`config.mk`:
```
export PLATFORM = sky130hd
export DESIGN_NAME = pipelined_adder_flat
export DESIGN_NICKNAME = d
export VERILOG_FILES = /design/src/rtl/pipelined_adder_if.sv /design/src/rtl/pipelined_adder.sv /design/src/flat_wrapper.sv
export SDC_FILE = /design/constraint.sdc
export NUM_CORES = 1
export LEC_CHECK = 0
export ABC_CLOCK_PERIOD_IN_PS = 1800
export CAP_MARGIN = 0
export CORE_MARGIN = 5
export CORE_UTILIZATION = 47
export DETAILED_ROUTE_END_ITERATION = 10
export PLACE_DENSITY_LB_ADDON = 0.08
export SLEW_MARGIN = 15
export SYNTH_ARGS = -nofsm -noshare
export SYNTH_HDL_FRONTEND = slang
export SYNTH_SLANG_ARGS = --single-unit
```
`constraint.sdc`:
```
create_clock -name clk -period 1.8 [get_ports clk]
set_input_delay 0.45 -clock clk [delete_from_list [all_inputs] [get_ports clk]]
set_output_delay 0.45 -clock clk [all_outputs]
set_load 0.005 [all_outputs]
```
`src/rtl/pipelined_adder_if.sv`:
```
// pipelined_adder_if: operation/result valid-ready bundle for pipelined_adder
interface pipelined_adder_if #(
  parameter int WIDTH = 8
);
  logic in_valid, in_ready, cin, sub;
  logic out_valid, out_ready, cout, ovf;
  logic [WIDTH-1:0] a, b, sum;
  modport master (
    output in_valid, a, b, cin, sub, out_ready,
    input in_ready, out_valid, sum, cout, ovf
  );
  modport slave (
    input in_valid, a, b, cin, sub, out_ready,
    output in_ready, out_valid, sum, cout, ovf
  );
endinterface

```
`src/rtl/pipelined_adder.sv`:
```
// pipelined_adder: valid/ready pipelined adder/subtractor, one CHUNK-bit ripple slice per stage
module pipelined_adder #(
  parameter int WIDTH = 8,
  parameter int STAGES = 2
) (
  input logic clk,
  input logic rst,
  pipelined_adder_if.slave io
);
  localparam int CHUNK = WIDTH / STAGES;
  logic advance;
  logic [WIDTH-1:0] bp;
  assign bp = io.sub ? ~io.b : io.b;
  for (genvar k = 0; k < STAGES; k++) begin : g_stage
    // operands shrink as they travel: only the not-yet-added upper bits are carried forward
    localparam int HI = WIDTH - k * CHUNK;
    logic [HI-1:0] ai, bi;
    logic ci, vi;
    logic [CHUNK:0] part;
    logic [(k+1)*CHUNK-1:0] s_nxt, s;
    logic v, c;
    assign part = {1'b0, ai[CHUNK-1:0]} + {1'b0, bi[CHUNK-1:0]} + {{CHUNK{1'b0}}, ci};
    if (k == 0) begin : g_in
      assign ai = io.a;
      assign bi = bp;
      assign ci = io.cin;
      assign vi = io.in_valid;
      assign s_nxt = part[CHUNK-1:0];
    end else begin : g_in
      assign ai = g_stage[k-1].g_hi.ar;
      assign bi = g_stage[k-1].g_hi.br;
      assign ci = g_stage[k-1].c;
      assign vi = g_stage[k-1].v;
      assign s_nxt = {part[CHUNK-1:0], g_stage[k-1].s};
    end
    always_ff @(posedge clk or posedge rst)
      if (rst) begin
        v <= 1'b0;
        c <= 1'b0;
        s <= '0;
      end else if (advance) begin
        v <= vi;
        c <= part[CHUNK];
        s <= s_nxt;
      end
    if (k < STAGES - 1) begin : g_hi
      logic [HI-CHUNK-1:0] ar, br;
      always_ff @(posedge clk or posedge rst)
        if (rst) begin
          ar <= '0;
          br <= '0;
        end else if (advance) begin
          ar <= ai[HI-1:CHUNK];
          br <= bi[HI-1:CHUNK];
        end
    end else begin : g_ovf
      logic o;
      always_ff @(posedge clk or posedge rst)
        if (rst) o <= 1'b0;
        else if (advance) o <= (ai[HI-1] == bi[HI-1]) && (part[CHUNK-1] != ai[HI-1]);
    end
  end
  assign advance = !g_stage[STAGES-1].v || io.out_ready;
  assign io.in_ready = !rst && advance;
  assign io.out_valid = g_stage[STAGES-1].v;
  assign io.sum = g_stage[STAGES-1].s;
  assign io.cout = g_stage[STAGES-1].c;
  assign io.ovf = g_stage[STAGES-1].g_ovf.o;
endmodule

```
`src/flat_wrapper.sv`:
```
// flat-port wrapper written by rule: the top's interface ports become plain ports
module pipelined_adder_flat 
#(
  parameter int WIDTH = 8,
  parameter int STAGES = 2
)
  (clk, rst, io_in_valid, io_a, io_b, io_cin, io_sub, io_out_ready, io_in_ready, io_out_valid, io_sum, io_cout, io_ovf);
  pipelined_adder_if #(.WIDTH(WIDTH)) io_i ();
  input logic clk;
  input logic rst;
  input wire logic [$bits(io_i.in_valid)-1:0] io_in_valid;
  input wire logic [$bits(io_i.a)-1:0] io_a;
  input wire logic [$bits(io_i.b)-1:0] io_b;
  input wire logic [$bits(io_i.cin)-1:0] io_cin;
  input wire logic [$bits(io_i.sub)-1:0] io_sub;
  input wire logic [$bits(io_i.out_ready)-1:0] io_out_ready;
  output wire logic [$bits(io_i.in_ready)-1:0] io_in_ready;
  output wire logic [$bits(io_i.out_valid)-1:0] io_out_valid;
  output wire logic [$bits(io_i.sum)-1:0] io_sum;
  output wire logic [$bits(io_i.cout)-1:0] io_cout;
  output wire logic [$bits(io_i.ovf)-1:0] io_ovf;
  assign io_i.in_valid = io_in_valid;
  assign io_i.a = io_a;
  assign io_i.b = io_b;
  assign io_i.cin = io_cin;
  assign io_i.sub = io_sub;
  assign io_i.out_ready = io_out_ready;
  assign io_in_ready = io_i.in_ready;
  assign io_out_valid = io_i.out_valid;
  assign io_sum = io_i.sum;
  assign io_cout = io_i.cout;
  assign io_ovf = io_i.ovf;
  pipelined_adder #(.WIDTH(WIDTH), .STAGES(STAGES)) u_core (.clk(clk), .rst(rst), .io(io_i));
endmodule
```
==> reports/results.ini, run 1 <==
[outcome]
outcome = finished, final reports clean

[timing]
rsz0062_at_grt = false
skew_ns = 0.008823
fin_crit_ns = 1.745
max_slew_margin = 0.7852
setup-tns-final_ns = 0
period_share = 0.9694
max_freq_mhz = 573.1
setup_viol = 0
finalHoldViolCount = 0
report.final.slew_viol_count = 0
tightest_slew_ns = 0.3222
fin_ws_ns = 0.05500

[logic_synthesis]
synth_nets = 168
synth_area_um2 = 1289
seq_area_frac_synth = 0.4854
syn_area_per_cell_um2 = 9.476
synth-seq-cells = 25
synth-edff-count = 0
syn_inst = 136
async_flop_share = 1.000
ys.flop_type = dfrtp_1
yosys-top-cells-count = 40 x nand2_1, 25 x dfrtp_1, 8 x inv_1, 8 x nor2_1
synth_area_leaders = dfrtp_1 49%, nand2_1 12%, fa_1 6.2%
netlist.area_leader.share = 0.4854
synth.largest_area_cell = dfrtp_1
synth.most_common_cell = nand2_1
yosysWarnings = 0
synth.distinct_cells = 20

[drt]
drc = 0
drtIter0Drc = 40
final_antenna_net_count = 0
vias = 993
avgRoutedWirePerCell_um = 13.08
avgViaCountPerCell = 4.820
drtPass1Iterations = 5
wl_um = 2694

[floorplan]
num_rows = 19
initial_core_util = 0.4797
die_area_um2 = 3889
boundaryPins = 34
die_w_um = 62.37
coreArea_um2 = 2686
die_h_um = 62.37

[cts]
clockBufferDepth = 2
clk_pin_slew_ns = 0.14
cts_tree = done
numCtsBuffers = 3
clk-insertion-delay-late_ns = 0.32
root_buffer = clkbuf_4
clock-sinks = 25
htree_levels = 1
cts.hold.buffers_added = 0

[worst_setup_path]
r2r_slack_ns = 0.17
critical_path_depth = 7
cp_max_fo = 2
critPathTopFamily = adder cells
start_kind = input pin
reg2reg_depth = 5
crit_chain = clkdlybuf4s50_1 -> inv_1 -> fa_2 -> inv_1 -> fa_2 -> nand2_1 -> nand2_1
timing.rr.start = u_core.g_stage[0].g_hi.br[0]
worst-path-buf-inv = 3
slowest_stage = clkdlybuf4s50_1
path_class = in2reg
critPathArrivalTime_ns = 1.98
timing.rr.end = u_core.io.ovf
max_stage_delay_ns = 0.45
cp_data_required_time_ns = 2.03
endpoint_kind = flip-flop

[placement]
hpwl_um = 2089
gp_congestion = 0.8883
preCtsSetupSlack_ns = -0.5406
port_buffers = 33

[worst_hold_path]
hold_depth = 2
hp-class = reg2reg
hp-start = u_core.g_stage[0].v
hold_path_end = u_core.g_stage[0].v

[global_routing]
grt_max_degree = 27
grt_pass1_wl_um = 4823
grt_use_total = 0.1531
overflow = 0
grt_pass1_vias = 1059
antenna_found_initial = 0

[flow_run]
max_cap_viol_count = 0

[final_layout]
num_antenna_cells = 0
drive_gt1_frac = 0.1086
nNetsFinal = 208
postLayoutCoreUtil = 0.6516
fillerInstances = 248
area_growth_pct = 35.83

[pwr]
leakage_nw = 0.8392
power.density_nw_per_um2 = 968.0
vdd_drop_max_uv = 646.6

logic make-up (layout without fill, tap and decap cells):
family                   after synthesis  after routing  synth area share
buffers and inverters                 15             54           0.05048
AO/OA/AOI/OAI                         20             20           0.09417
AND/OR/NAND/NOR                       54             54            0.1680
flip-flops                            25             25            0.4854
XOR/XNOR                              12             12           0.08155
adder cells (fa/ha/maj)               10             10            0.1204
area by class of cell:
class / count / area [µm²] / share of cell area
multi-input combinational: 96 / 620.6 / 0.3545
inverter: 8 / 30.03 / 0.01716
sequential: 25 / 625.6 / 0.3574
clock buffer: 4 / 26.28 / 0.01501
timing repair buffer: 42 / 409.1 / 0.2337
tap: 31 / 38.79 / 0.02216
per-stage QoR:
| stage | total power (W) | area, µm² | std cells | hold WS (ns) |
|---|---|---|---|---|
| finish | 0.001694 | 1750 | 206 | 0.4756 |
| floorplan | 0.001129 | 1315 | 136 | 0.4300 |
| global route | 0.001839 | 1750 | 206 | 0.5140 |
| global placement | 0.001444 | 1715 | 201 | 0.4427 |
| detailed placement | 0.001469 | 1715 | 201 | 0.4476 |
| CTS | 0.001727 | 1747 | 206 | 0.4777 |
metal layers:
| layer | track usage | up-vias | share of wire |
|---|---|---|---|
| li1 | - | 502 | - |
| met1 | 0.1831 | 457 | 0.43 |
| met2 | 0.2526 | 26 | 0.49 |
| met3 | 0.03784 | 8 | 0.055 |
| met4 | 0.07958 | 0 | 0.026 |
| met5 | 0 | - | 0 |
what timing repair did:
action / in CTS / in global routing
endpoints found under the hold margin: 0 / 0
setup endpoints to repair: 5 / 1
pin swaps: 2 / 0
buffers inserted: 1 / 0
gates resized for setup: 5 / 2
cells in the final DEF (no fill, tap or decap), types with 2 or more instances in the layout:
cell type	synthesis	layout
a21oi_1	7	7
buf_4	0	8
clkbuf_4	0	3
clkdlybuf4s50_1	0	28
dfrtp_1	25	25
dlygate4sd2_1	0	3
fa_1	4	2
fa_2	0	2
ha_1	6	6
inv_1	8	8
nand2_1	40	40
nand2b_1	2	2
nor2_1	8	8
nor2b_1	3	2
o21a_1	2	2
o21ai_0	7	7
xnor2_1	5	4
xor2_1	7	6
worst min-delay path: cells and delay by family (launching register included):
kind	cells	cell delay, ns
flip-flops	1	0.36
AND/OR/NAND/NOR	2	0.10
where the power goes:
part	switching [W]	total (W)	internal [W]
Combinational	0.000273	0.000650	0.000377
Sequential	0.0000826	0.000792	0.000710
Clock	0.000165	0.000252	0.0000867
worst max path at each step:
stage / start / to / slack [ns]
global route: u_core.io.out_valid / io_in_ready / 0.02
floorplan: io_sub / u_core.g_stage[0].s[1] / 0.03
CTS: io_b[1] / u_core.g_stage[0].s[3] / 0.01
finish: io_cin / u_core.g_stage[0].s[1] / 0.06
global placement: io_sub / u_core.g_stage[0].c / -0.50
detailed placement: io_sub / u_core.g_stage[0].c / -0.54
state kept, by name, indices dropped and copies added, names as in the netlist:
| register | flops |
|---|---|
| u_core.g_stage.c | 1 |
| u_core.io.sum | 8 |
| u_core.g_stage.v | 1 |
| u_core.io.ovf | 1 |
| u_core.g_stage.s | 4 |
| u_core.g_stage.g_hi.br | 4 |
| u_core.io.out_valid | 1 |
| u_core.io.cout | 1 |
| u_core.g_stage.g_hi.ar | 4 |
No activity file was read; power rests on OpenSTA's default activity.
==> inputs of run 2 (changes only) <==
CORE_ASPECT_RATIO = 0.5   (was not set)
REMOVE_ABC_BUFFERS = 1   (was not set)
==> run 2 against run 1 <==
Global-route usage fell by 2.8 points. Worst setup slack improved by 0.048 ns. Cell area up 0.79%. Cell count rose by 2.4%. Combinational power decreased by 1%. Worst hold slack got worse by 0.012 ns. Clock skew decreased by 0.0060 ns. First-iteration DRC count rose by 20%. Clock power grew 28%. Core utilization grew 2.6 points. Via count is 2.9% lower. Critical path depth rose by 2. Highest routed layer is now met3.
==> reports/results.ini, run 2 (synthesis gave the netlist of run 1 again) <==
[worst_setup_path]
slowest_stage = fa_2
cp_data_required_time_ns = 1.95
path_class = in2reg
endpoint_kind = flip-flop
crit_chain = dlygate4sd2_1 -> xnor2_2 -> fa_2 -> inv_2 -> fa_2 -> nand2_1 -> nand2_1 -> a21oi_2 -> a21oi_1
worst-path-buf-inv = 2
cp_max_fo = 2
critPathArrivalTime_ns = 1.85
critPathTopFamily = adder cells
max_stage_delay_ns = 0.37
start_kind = input pin

[timing]
setup_viol = 0
final.hold.worst_slack_ns = 0.4632
max_slew_margin = 0.7912
period_share = 0.9425
finalHoldViolCount = 0
max_freq_mhz = 589.4
rsz0062_at_grt = false
report.final.slew_viol_count = 0
tightest_slew_ns = 0.3132
fin_crit_ns = 1.697
skew_ns = 0.002836
fin_ws_ns = 0.1035

[cts]
cts.hold.buffers_added = 0
cts_tree = done
clk_pin_slew_ns = 0.08
root_buffer = clkbuf_8
clockBufferDepth = 2
numCtsBuffers = 3
htree_levels = 1
clock-sinks = 25
clk-insertion-delay-late_ns = 0.26
post_cts_buffers = 0

[placement]
port_buffers = 33
gp_congestion = 0.7255
hpwl_um = 1780
preCtsSetupSlack_ns = -0.5924

[pwr]
leakage_nw = 0.8493
power.density_nw_per_um2 = 993.5
p_total_w = 0.001753
vdd_drop_max_uv = 429.8

[global_routing]
grt_max_degree = 27
grt_pass1_vias = 905
grt_use_total = 0.1247
overflow = 0
grt_pass1_wl_um = 3884
antenna_found_initial = 0

[drt]
final_antenna_net_count = 0
drc = 0
vias = 964
avgViaCountPerCell = 4.569
drtPass1Iterations = 4
avgRoutedWirePerCell_um = 10.83
wl_um = 2285
drtIter0Drc = 48

[final_layout]
final_common_cell = nand2_1
largest_reg_flops = 8
area_growth_pct = 36.89
num_antenna_cells = 0
postLayoutCoreUtil = 0.6779
drive_gt1_frac = 0.1264
nNetsFinal = 207
layout_common_cells = 39 x nand2_1, 26 x clkdlybuf4s50_1, 25 x dfrtp_1

[flow_run]
max_cap_viol_count = 0

[floorplan]
boundaryPins = 34
coreArea_um2 = 2603
die_w_um = 84.06
die_area_um2 = 3953
die_h_um = 47.03
num_rows = 13
initial_core_util = 0.4952

[outcome]
outcome = finished, final reports clean

[worst_hold_path]
hp-class = reg2reg

## run 2: layer usage
| metal | share of wire | up-vias | track usage |
|---|---|---|---|
| met4 | 0 | 0 | 0.009615 |
| met1 | 0.46 | 443 | 0.1494 |
| li1 | - | 498 | - |
| met2 | 0.47 | 23 | 0.2429 |
| met3 | 0.065 | 0 | 0.03503 |
| met5 | 0 | - | 0 |
## run 2: what timing repair did
item                                    4_1_cts  5_1_grt
pin swaps                                     6        6
resized for setup                             9        8
endpoints found under the setup margin        5        3
## run 2: final cells by class
cell class                      count  area, µm²
Fill cell                         221      838.3
Sequential cell                    25      625.6
Multi-Input combinational cell     96      619.3
Timing Repair Buffer               41      397.9
Tap cell                           37      46.29
Clock buffer                        4      45.04
Inverter                            8      30.03
## run 2: worst paths after layout
path	start	endpoint	slack, ns	cells past startpoint
worst max-delay path	io_b[0]	u_core.g_stage[0].c	0.10	9
worst min-delay path	u_core.g_stage[0].v	u_core.io.out_valid	0.46	1
worst max register to register	u_core.g_stage[0].g_hi.br[0]	u_core.io.ovf	0.20	5
worst min register to register	u_core.g_stage[0].v	u_core.io.out_valid	0.46	1
max in group asynchronous	rst	u_core.io.cout	0.99	3
min in group asynchronous	rst	u_core.g_stage[0].g_hi.ar[0]	0.57	3
## run 2: per-stage QoR
stage,area [µm²],cells,setup TNS [ns]
after floorplan,1254,129,-0.01564
after global placement,1703,207,-1.865
after detailed placement,1703,207,-2.284
after CTS,1757,211,0
after global routing,1764,211,0
final,1764,211,0
## run 2: power breakdown
part / switching, W / internal (W) / total (W)
registers: 0.0000787 / 0.000711 / 0.000789
logic: 0.000265 / 0.000376 / 0.000641
clock network: 0.000164 / 0.000158 / 0.000322
total: 0.000508 / 0.00124 / 0.00175
==> inputs of run 3 (changes only) <==
SETUP_SLACK_MARGIN = 0.1   (was not set)
==> run 3 against run 2 <==
Flip-flop and latch count did not move. Cell count is 0.47% higher. Clock skew about the same. Cell area increased by 1.3%. Clock power about the same. First-iteration DRC count down 8.3%. Routed wire length grew 2.1%. Register-to-register slack barely moved. Sequential power hardly changed. Die area did not move. Combinational power rose by 2%. Non-clock buffer count rose by 1. Critical path type unchanged. Largest cell class is now multi-input combinational cells.
==> reports/results.ini, run 3 (synthesis gave the netlist of run 1 again) <==
[timing]
tightest_slew_ns = 0.3153
rsz0062_at_grt = false
max_freq_mhz = 604.7
report.final.slew_viol_count = 0
period_share = 0.9187
final.hold.worst_slack_ns = 0.2743
skew_ns = 0.002555
fin_crit_ns = 1.654
max_slew_margin = 0.7898
setup_viol = 0
finalHoldViolCount = 0

[cts]
htree_levels = 1
clk-insertion-delay-late_ns = 0.26
cts_tree = done
clk_pin_slew_ns = 0.08
numCtsBuffers = 3
clockBufferDepth = 2
root_buffer = clkbuf_8
cts.hold.buffers_added = 0
clock-sinks = 25

[worst_setup_path]
start_kind = input pin
critPathArrivalTime_ns = 1.83
crit_chain = dlygate4sd2_1 -> xor2_2 -> ha_1 -> nor2b_1 -> o21a_1 -> o21a_1 -> o31ai_2
path_class = in2reg
cp_data_required_time_ns = 1.98
cp_max_fo = 2
critPathTopFamily = compound AO/OA/AOI/OAI gates
timing.rr.start = u_core.g_stage[0].g_hi.br[0]
endpoint_kind = flip-flop
critPathMostFrequentCell = o21a_1
crit_start = io_b[1]
worst-path-buf-inv = 1
max_stage_delay_ns = 0.28
slowest_stage = ha_1

[final_layout]
fillerInstances = 219
nNetsFinal = 208
postLayoutCoreUtil = 0.6870
largest_reg_flops = 8
multi_input_area_um2 = 635.6
layout_common_cells = 39 x nand2_1, 25 x dfrtp_1, 23 x clkdlybuf4s50_1
area_growth_pct = 38.74
regArea_um2 = 625.6
num_antenna_cells = 0
drive_gt1_frac = 0.1600
finalNonFillerCells = 212
final_common_cell = nand2_1

[drt]
avgViaCountPerCell = 4.547
wl_met3_um = 148
wl_um = 2332
avgRoutedWirePerCell_um = 11.00
met2_length_um = 1111
drtIter0Drc = 44
vias = 964
highest_layer = met3
final_antenna_net_count = 0
wl_met1_um = 1072
drtPass1Iterations = 4
drc = 0

[global_routing]
grt_use_total = 0.1255
grt_max_degree = 27
antenna_found_initial = 0
grt_pass1_wl_um = 3912
grt_pass1_vias = 911
overflow = 0

[pwr]
p_total_w = 0.001765
internal_power_w = 0.001250
leakage_nw = 0.8745
p_switching_w = 0.0005146
pwr-share-comb = 0.370
switching_share = 0.2916
vdd_drop_max_uv = 450.1
clkPwrFrac = 0.182
power.density_nw_per_um2 = 987.0
p_seq_frac = 0.447

[flow_run]
max_cap_viol_count = 0

[floorplan]
num_rows = 13
boundaryPins = 34
die_w_um = 84.06
die_h_um = 47.03
coreArea_um2 = 2603
initial_core_util = 0.4952
die_area_um2 = 3953

[outcome]
outcome = finished, final reports clean

[placement]
gp_congestion = 0.7255
place_inst = 207
port_buffers = 33
hpwl_um = 1780

[worst_hold_path]
hp-class = in2async

-- run 3: changes by cell type in the layout (fill, tap and decap cells not counted), sizes merged --
cell | previous run | this run
clkdlybuf4s50 | 26 | 23
dlymetal6s2s | 2 | 4
buf | 8 | 10
-- run 3: stage by stage --
stage	TNS, ns	setup WS [ns]	instance area [µm²]
3_5_place_dp	-2.284	-0.5924	1703
4_1_cts	0	0.07218	1763
3_3_place_gp	-1.865	-0.4556	1703
2_1_floorplan	-0.01564	-0.01564	1254
6_report	0	0.1463	1788
5_1_grt	0	0.09153	1788
-- run 3: metal layers --
layer	vias to the layer above	GRT usage
met5	-	0
met4	0	0.009615
met3	0	0.03503
met2	23	0.2445
met1	438	0.1505
li1	503	-
-- run 3: repair_timing --
| action | in CTS | in global routing |
|---|---|---|
| pin swaps | 5 | 12 |
| cloned | 0 | 0 |
| setup buffers | 0 | 1 |
| setup endpoints to repair | 5 | 5 |
| gates resized for setup | 15 | 13 |
-- run 3: worst min-delay path: cells and delay by family --
kind / cells / cell delay [ns]
buf+inv: 3 / 0.48
-- run 3: power by group through the flow --
stage,registers [W],logic [W],clock network [W]
finish,0.000790,0.000653,0.000322
CTS,0.000791,0.000652,0.000340
global route,0.000808,0.000727,0.000355
floorplan,0.000803,0.000304,0
global placement,0.000796,0.000629,0
detailed placement,0.000803,0.000646,0
-- run 3: cell type report --
cell class,instances,share of cell area
multi-input combinational,96,0.3555
sequential,25,0.3499
timing repair buffer,42,0.2267
tap,37,0.02589
clock buffer,4,0.02519
inverter,8,0.01680
-- run 3: worst paths after layout --
path	end	slack [ns]	cells after the start
worst max-delay path	u_core.g_stage[0].s[3]	0.15	7
worst min-delay path	u_core.g_stage[0].g_hi.ar[0]	0.27	3
worst max register to register	u_core.io.ovf	0.20	5
worst min register to register	u_core.g_stage[0].v	0.46	2
max in group asynchronous	u_core.io.cout	1.29	3
min in group clk	u_core.g_stage[0].v	0.46	2
